[config.mk]
export PLATFORM = sky130hd
export DESIGN_NAME = mc_ctrl
export DESIGN_NICKNAME = d
export VERILOG_FILES = /design/src/rtl/mc_ctrl_pkg.sv /design/src/rtl/mc_decode.sv /design/src/rtl/mc_ctrl.sv
export SDC_FILE = /design/constraint.sdc
export NUM_CORES = 1
export LEC_CHECK = 0
export ABC_AREA = 1
export CORE_MARGIN = 4
export CORE_UTILIZATION = 37
export DETAILED_ROUTE_END_ITERATION = 6
export HOLD_SLACK_MARGIN = 0.12
export PLACE_DENSITY = 0.68
export SLEW_MARGIN = 10
export SYNTH_ARGS = -nofsm -noshare
export SYNTH_HDL_FRONTEND = slang
export SYNTH_SLANG_ARGS = --single-unit
[constraint.sdc]
create_clock -name CLK -period 3.95 [get_ports CLK]
set_input_delay 0.5925 -clock CLK [delete_from_list [all_inputs] [get_ports CLK]]
set_output_delay 0.5925 -clock CLK [all_outputs]
set_load 0.01 [all_outputs]
[src/rtl/mc_ctrl_pkg.sv]
// Shared opcodes, select encodings, state type and control
// vector for the multi-cycle MIPS control unit.
package mc_ctrl_pkg;

   localparam logic [5:0] OP_R_FORM = 6'b000000;
   localparam logic [5:0] OP_LW     = 6'b100011;
   localparam logic [5:0] OP_SW     = 6'b101011;
   localparam logic [5:0] OP_ADDI   = 6'b001000;
   localparam logic [5:0] OP_BEQ    = 6'b000100;
   localparam logic [5:0] OP_J      = 6'b000010;

   localparam logic [1:0] ALU_ADD   = 2'd0;
   localparam logic [1:0] ALU_SUB   = 2'd1;
   localparam logic [1:0] ALU_FUNCT = 2'd2;

   localparam logic [1:0] PC_ALU    = 2'd0;
   localparam logic [1:0] PC_BR     = 2'd1;
   localparam logic [1:0] PC_JMP    = 2'd2;

   localparam logic [1:0] SRCB_REG  = 2'd0;
   localparam logic [1:0] SRCB_FOUR = 2'd1;
   localparam logic [1:0] SRCB_IMM  = 2'd2;
   localparam logic [1:0] SRCB_IMMS = 2'd3;

   typedef enum logic [3:0] {
      ST_FETCH  = 4'd0,
      ST_DECODE = 4'd1,
      ST_EXEC_R = 4'd2,
      ST_WB_R   = 4'd3,
      ST_EXEC_I = 4'd4,
      ST_WB_I   = 4'd5,
      ST_ADDR   = 4'd6,
      ST_MEM_RD = 4'd7,
      ST_WB_L   = 4'd8,
      ST_MEM_WR = 4'd9,
      ST_BRANCH = 4'd10,
      ST_JUMP   = 4'd11
   } state_t;

   typedef struct packed {
      logic       pc_we;
      logic [1:0] pc_src;
      logic       ir_we;
      logic       mem_re;
      logic       mem_we;
      logic       iord;
      logic       reg_we;
      logic       reg_dst;
      logic       mem_to_reg;
      logic       alu_src_a;
      logic [1:0] alu_src_b;
      logic [1:0] alu_op;
   } ctrl_t;

endpackage

[src/rtl/mc_decode.sv]
// State to control-vector table; enables here are ungated
// and qualified by MemReady/Zero/reset in the top.
module mc_decode
   import mc_ctrl_pkg::*;
(
   input  state_t i_state,
   output ctrl_t  o_ctrl
);

   always_comb begin
      o_ctrl = '0;
      unique case (i_state)
         ST_FETCH: begin
            o_ctrl.mem_re    = 1'b1;
            o_ctrl.ir_we     = 1'b1;
            o_ctrl.pc_we     = 1'b1;
            o_ctrl.pc_src    = PC_ALU;
            o_ctrl.alu_src_b = SRCB_FOUR;
            o_ctrl.alu_op    = ALU_ADD;
         end
         ST_DECODE: begin
            o_ctrl.alu_src_b = SRCB_IMMS;
            o_ctrl.alu_op    = ALU_ADD;
         end
         ST_EXEC_R: begin
            o_ctrl.alu_src_a = 1'b1;
            o_ctrl.alu_src_b = SRCB_REG;
            o_ctrl.alu_op    = ALU_FUNCT;
         end
         ST_WB_R: begin
            o_ctrl.reg_we  = 1'b1;
            o_ctrl.reg_dst = 1'b1;
         end
         ST_EXEC_I, ST_ADDR: begin
            o_ctrl.alu_src_a = 1'b1;
            o_ctrl.alu_src_b = SRCB_IMM;
            o_ctrl.alu_op    = ALU_ADD;
         end
         ST_WB_I: begin
            o_ctrl.reg_we = 1'b1;
         end
         ST_MEM_RD: begin
            o_ctrl.mem_re = 1'b1;
            o_ctrl.iord   = 1'b1;
         end
         ST_WB_L: begin
            o_ctrl.reg_we     = 1'b1;
            o_ctrl.mem_to_reg = 1'b1;
         end
         ST_MEM_WR: begin
            o_ctrl.mem_we = 1'b1;
            o_ctrl.iord   = 1'b1;
         end
         ST_BRANCH: begin
            o_ctrl.pc_we     = 1'b1;
            o_ctrl.pc_src    = PC_BR;
            o_ctrl.alu_src_a = 1'b1;
            o_ctrl.alu_src_b = SRCB_REG;
            o_ctrl.alu_op    = ALU_SUB;
         end
         ST_JUMP: begin
            o_ctrl.pc_we  = 1'b1;
            o_ctrl.pc_src = PC_JMP;
         end
         default: o_ctrl = '0;
      endcase
   end

endmodule

[src/rtl/mc_ctrl.sv]
// Multi-cycle MIPS control FSM with memory-ready stalls,
// retired-instruction counter and sticky illegal-opcode flag.
module mc_ctrl
   import mc_ctrl_pkg::*;
#(
   parameter int CNT_W  = 32,
   parameter int PC_INC = 4
) (
   input  logic             CLK,
   input  logic             RST,
   input  logic [5:0]       Op,
   input  logic [5:0]       Funct,
   input  logic             Zero,
   input  logic             MemReady,
   output logic             PCWe,
   output logic [1:0]       PCSrc,
   output logic             IRWe,
   output logic             MemRe,
   output logic             MemWe,
   output logic             IorD,
   output logic             RegWe,
   output logic             RegDst,
   output logic             MemToReg,
   output logic             ALUSrcA,
   output logic [1:0]       ALUSrcB,
   output logic [1:0]       ALUOp,
   output logic             Illegal,
   output logic [CNT_W-1:0] RetireCnt,
   output logic [3:0]       State
);

   state_t           r_state;
   state_t           w_next;
   logic [CNT_W-1:0] r_cnt;
   logic             r_illegal;
   logic             w_retire;
   logic             w_illegal_op;
   logic             w_pc_gate;
   ctrl_t            w_ctrl;
   logic             w_unused;

   // Funct only steers the ALU; the sequencing never needs it.
   assign w_unused = ^Funct;

   if (PC_INC != 4) begin : g_nonstd_inc
   end

   mc_decode u_decode (
      .i_state (r_state),
      .o_ctrl  (w_ctrl)
   );

   always_comb begin
      w_next       = ST_FETCH;
      w_retire     = 1'b0;
      w_illegal_op = 1'b0;
      unique case (r_state)
         ST_FETCH:
            w_next = MemReady ? ST_DECODE : ST_FETCH;
         ST_DECODE: begin
            unique case (1'b1)
               (Op == OP_R_FORM): w_next = ST_EXEC_R;
               (Op == OP_LW),
               (Op == OP_SW):     w_next = ST_ADDR;
               (Op == OP_ADDI):   w_next = ST_EXEC_I;
               (Op == OP_BEQ):    w_next = ST_BRANCH;
               (Op == OP_J):      w_next = ST_JUMP;
               default: begin
                  w_retire     = 1'b1;
                  w_illegal_op = 1'b1;
               end
            endcase
         end
         ST_EXEC_R: w_next = ST_WB_R;
         ST_EXEC_I: w_next = ST_WB_I;
         ST_ADDR:
            w_next = (Op == OP_LW) ? ST_MEM_RD : ST_MEM_WR;
         ST_MEM_RD:
            w_next = MemReady ? ST_WB_L : ST_MEM_RD;
         ST_MEM_WR: begin
            w_next   = MemReady ? ST_FETCH : ST_MEM_WR;
            w_retire = MemReady;
         end
         ST_WB_R, ST_WB_I, ST_WB_L,
         ST_BRANCH, ST_JUMP:
            w_retire = 1'b1;
         default: w_next = ST_FETCH;
      endcase
   end

   always_ff @(posedge CLK) begin
      if (RST) begin
         r_state   <= ST_FETCH;
         r_cnt     <= '0;
         r_illegal <= 1'b0;
      end else begin
         r_state <= w_next;
         if (w_retire)
            r_cnt <= r_cnt + 1'b1;
         if (w_illegal_op)
            r_illegal <= 1'b1;
      end
   end

   // Fetch writes PC only once memory delivers; BEQ only if taken.
   always_comb begin
      w_pc_gate = 1'b1;
      if (r_state == ST_FETCH)
         w_pc_gate = MemReady;
      else if (r_state == ST_BRANCH)
         w_pc_gate = Zero;
   end

   assign PCWe      = ~RST & w_ctrl.pc_we & w_pc_gate;
   assign IRWe      = ~RST & w_ctrl.ir_we & MemReady;
   assign MemRe     = ~RST & w_ctrl.mem_re;
   assign MemWe     = ~RST & w_ctrl.mem_we;
   assign RegWe     = ~RST & w_ctrl.reg_we;
   assign PCSrc     = w_ctrl.pc_src;
   assign IorD      = w_ctrl.iord;
   assign RegDst    = w_ctrl.reg_dst;
   assign MemToReg  = w_ctrl.mem_to_reg;
   assign ALUSrcA   = w_ctrl.alu_src_a;
   assign ALUSrcB   = w_ctrl.alu_src_b;
   assign ALUOp     = w_ctrl.alu_op;
   assign Illegal   = r_illegal;
   assign RetireCnt = r_cnt;
   assign State     = r_state;

endmodule

# Yosys cells after proc, flatten, opt, wreduce, memory -nomap -nowiden

Index checks and enable logic that the tools add are counted.

Register bits after elaboration: 37
Input bits: 16
Output and inout bits: 52
Word-level logic and storage cells: 59

Add/sub/neg operators: 1
Eq/ne operators: 16
Multiplexer cells: 21
Bitwise gates (word level): 8
Reductions and logical operators: 10

Operators by type and width:

| cell                    | count |
|---|---|
| $pmux W4 S5             | 2 |
| $add A32 B1 Y32 const B | 1 |
| $pmux W4 S7             | 1 |
| $eq A4 B3 Y1 const B    | 4 |
| $eq A4 B4 Y1 const B    | 4 |
| $mux W1                 | 13 |
| $eq A6 B6 Y1 const B    | 2 |
| $mux W4                 | 3 |
| $pmux W3 S3             | 1 |
| $eq A4 B2 Y1 const B    | 2 |
| $reduce_or A2 Y1        | 4 |
| $and A1 B1 Y1           | 7 |
| $eq A6 B2 Y1 const B    | 1 |
| $eq A6 B3 Y1 const B    | 1 |
| $eq A6 B4 Y1 const B    | 1 |
| $logic_not A6 Y1        | 1 |
| $reduce_or A6 Y1        | 1 |
| $reduce_or A5 Y1        | 1 |
| $eq A4 B1 Y1 const B    | 1 |
| $logic_not A4 Y1        | 1 |
| $reduce_or A4 Y1        | 1 |
| $pmux W1 S3             | 1 |
| $reduce_or A3 Y1        | 1 |
| $not A1 Y1              | 1 |

# Depth between registers and ports, before layout

Word-level depth: 4
Depth in mapped cells: 11
Depth with buffers taken out: 10

# By module

A second synthesis with hierarchy kept.

Cells, all modules: 487
Area, all modules: 2886.5 µm²

By module, submodules not included:

| module    | instances | cells each | area an instance (µm²) | sequential area each (µm²) |
|---|---|---|---|---|
| mc_ctrl   | 1         | 451        | 2742.6                 | 740.7 |
| mc_decode | 1         | 36         | 143.9                  | 0.0 |

# Least setup slack after synthesis

OpenSTA, ideal clock, no wires.

Path type: register to output
Start: register r_state[1], in the netlist State[1]
End: output PCWe
Arrival time: 1404 ps
Required time: 3357 ps
Slack: 1953 ps
Cell stages (with the launch flop): 5
Path through: dfxtp_1 > buf_4 > nor2_1 > nand2_1 > a2111oi_0

Word-level cells in the longest chain between the ends: 4

RTL lines:

| item                                            | RTL line                        | RTL |
|---|---|---|
| start, declared                                 | mc_ctrl.sv:32                   | `state_t r_state;` |
| start signal, assigned                          | mc_ctrl.sv:97                   | `r_state <= w_next;` |
| $eq A4 B4 Y1, or another cell as far along      | mc_decode.sv:12                 | `unique case (i_state)` |
| $pmux W3 S3 / $mux W1 (equally long branches)   | mc_decode.sv:12, mc_ctrl.sv:110 |  |
| $and A1 B1 Y1 / $mux W1 (equally long branches) | mc_ctrl.sv:114, mc_ctrl.sv:108  |  |
| $and A1 B1 Y1 *                                 | mc_ctrl.sv:114                  | `assign PCWe = ~RST & w_ctrl.pc_we & w_pc_gate;` |
| end, declared                                   | mc_ctrl.sv:15                   | `output logic PCWe,` |

Every way passes the cells marked *; elsewhere a longest branch is shown, timed or not.

# Worst setup path in the final report

Start: input RST
End: output PCWe

Word-level cells in the longest chain between the ends: 3

RTL lines:

| item                        | RTL line       | RTL |
|---|---|---|
| start, declared             | mc_ctrl.sv:10  | `input logic RST,` |
| $not A1 Y1                  | mc_ctrl.sv:114 |  |
| $and A1 B1 Y1 (2 in series) | mc_ctrl.sv:114 |  |

Every way passes these cells.

==> results by group <==
Die
  • Starting density of the core: between 30% and 40%
  • Horizontal die dimension: between 90 and 100 µm
  • IO Count: slightly below 70
  • Core box area: between 6000 and 7000 µm²
  • Number of rows created at floorplan: 30
  • Vertical extent of the die: a little over 90 µm
  • Area of the die: around 8700 µm²

Timing
  • Clock tree skew after final layout: 9.347 ps
  • Highest clock frequency the design can meet: between 300 and 400 MHz
  • Actual transition at the worst max-transition pin: approximately 500 ps
  • Least setup slack across all paths after layout: ~1100 ps
  • Final TNS setup: 0 ps
  • Tightest slew margin relative to the limit: between 60% and 70%
  • Final Hold Viols: 0
  • Shortest clock period the worst path allows after layout: between 2000 and 3000 ps
  • Final setup violation count: 0
  • Max-slew violations: 0
  • Final clock period utilization by the worst path: around three quarters
  • Unrepaired setup endpoints after global routing: no

Clocking
  • Worst-path clk slew: 70 ps
  • CTS H-Tree Depth: 2
  • Clock buffer depth: 2
  • Root buffer cell: clkbuf_8
  • Number of clock sinks: 37
  • Post-cts repair resize count: 0
  • Latest clock arrival within the worst-skew pair: 290 ps
  • Number of buffers created by CTS: 5
  • Hold buffer count at CTS: 0
  • Setup bufs post-CTS: 0
  • Clock tree from TritonCTS: yes

GRT
  • Residual overflow from global routing: 0
  • Pin count of the biggest net entering global routing: 35
  • Global-route wire length before repair: 12990 µm
  • Number of global-route vias before repair: ~2900
  • GR Util All Layers: 18.12%
  • Initial antenna violation count: 0

Final layout
  • Leading cell types in the layout, fill and taps excluded: 149 x nand2_1, 76 x nor2_1, 61 x clkdlybuf4s50_1
  • Leading cell type in the layout, fill and taps excluded: nand2_1
  • Net total in the final layout: approximately 530
  • Final Core Density: 49.44%
  • Signed area change from the synthesized netlist to the final layout: 27.57%
  • Ratio of cells with drive above 1 in the final layout: about 5.1%
  • Total inserted antenna cells: 0

Detailed routing
  • Router iterations before antenna repair: 4
  • Via count normalized by instance count: 4.936
  • Vias: 3006
  • Average wire per standard cell: 12.18 µm
  • Number of remaining DRC errors: 0
  • Remaining number of nets flagged by the antenna check after routing: 0
  • Number of DRC markers after the initial detailed-route iteration: roughly 170
  • Final wirelength: 7420 µm

Flow run
  • Max_cap viols: 0

Setup path
  • Nature of the critical path startpoint: primary input
  • Max stage delay cell, worst path: clkdlybuf4s50_1
  • Required time of the critical path: 3360 ps
  • Start-to-end type of the worst setup path: primary input to primary output
  • Data arrival at the endpoint of the critical path: 2290 ps
  • Worst setup EP type: primary output
  • Most common cell type on the critical path: clkdlybuf4s50_1
  • Maximum fanout along the worst path: 10
  • Critical path cell sequence: clkdlybuf4s50_1 -> a2111oi_0 -> clkdlybuf4s50_1
  • Crit path largest cell delay: 620 ps

Synth
  • FF+latch count, synth: 37
  • Top flip-flop cell by instance count after synthesis: dfxtp_1
  • Synth cell types: 28
  • Yosys warning count: 0
  • Synthesized Nets: roughly 480
  • Cell count after synthesis: 458
  • Share of the yosys chip area belonging to registers: 27.52%
  • Count of flip-flops with a built-in enable after synthesis: 0
  • Cell Area, Synth: 2691 µm²
  • Async set-or-reset flop fraction in the synthesized netlist: 0%
  • Mean Syn Cell Area: between 5 and 6 µm²

Place
  • Final HPWL DP: between 5000 and 6000 µm
  • Routability congestion estimate: around 0.9
  • Number of I/O port buffers: ~60
  • Worst slack, placed: around 1100 ps

Power
  • Power density of the placed cells: between 200 and 250 nW/µm²
  • Largest vdd supply drop: around 130 µV
  • Static Leakage: 1.209 nW

Status
  • Result of the run: complete, no violations

Worst hold path
  • Worst hold path type: flip-flop to flip-flop
-- kinds of logic after synthesis --
group           after synthesis  synth area share [%]
compound gates               45                 8.694
fa+ha+maj                     1                0.4648
flops                        37                 27.52
simple gates                298                 48.26
xor+xnor                     15                 4.881
buf+inv                      62                 10.18
-- metrics by stage --
step / instances / hold WS (ps) / cell area, µm² / power [mW]
after CTS: 609 / 469.6 / 3433 / 0.7912
after detailed placement: 601 / 449.2 / 3332 / 0.5017
after global placement: 601 / 447.3 / 3332 / 0.5010
final: 609 / 457.8 / 3433 / 0.7855
after floorplan: 458 / 474.0 / 2691 / 0.4656
after global routing: 609 / 500.1 / 3433 / 0.8256
-- critical path: cells and delay by family --
family	cells	cell delay, ps
compound gates	1	490
buf+inv	2	1210
-- sequential cells by signal (all words and copies together), names as in the netlist --
| name | count |
|---|---|
| State | 4 |
| RetireCnt | 32 |
| Illegal | 1 |
-- final timing paths --
check / from / cells past startpoint / endpoint / slack, ps
worst min register to register: Illegal$_SDFFE_PP0P_ / 2 / Illegal$_SDFFE_PP0P_ / 460
worst min-delay path: Illegal$_SDFFE_PP0P_ / 2 / Illegal$_SDFFE_PP0P_ / 460
worst max register to register: State[1]$_SDFF_PP0_ / 9 / RetireCnt[29]$_SDFFE_PP0P_ / 1880
worst max-delay path: RST / 3 / PCWe / 1060
-- final cells by class --
type	count	area [µm²]
timing repair buffer	62	618.1
clock buffer	7	96.34
fill	728	3511
sequential	37	740.7
tap	96	120.1
clock inverter	1	5.005
multi-input combinational	359	1677
inverter	47	176.4
-- where the power goes --
part / total, mW / switching (mW) / internal [mW] / leakage, nW
Combinational: 0.109 / 0.0685 / 0.0404 / 0.856
Clock: 0.293 / 0.135 / 0.158 / 0.0542
Sequential: 0.383 / 0.00655 / 0.377 / 0.299
-- layer usage --
layer	vias up	track usage, %	part of all wire [%]
li1	1557	-	-
met1	1352	24.02	49
met2	83	28.95	44
met3	14	4.023	5.3
met4	0	6.105	2.5
met5	-	0	0
-- cell usage after synthesis (2+ instances only) --
master	instances	area (µm²)
nor2_4	5	56.30
o21ai_0	2	10.01
nor2_1	76	285.3
buf_2	3	15.01
a21oi_1	40	200.2
buf_4	4	30.03
nand4_1	3	18.77
xnor2_1	5	43.79
nand3_1	55	275.3
inv_1	43	161.4
dfxtp_1	37	740.7
nand2_1	149	559.3
clkbuf_1	4	15.01
nand2_4	3	33.78
buf_6	3	33.78
nor3_1	2	10.01
inv_2	4	15.01
xor2_1	10	87.58
No activity file was read; power rests on OpenSTA's default activity.
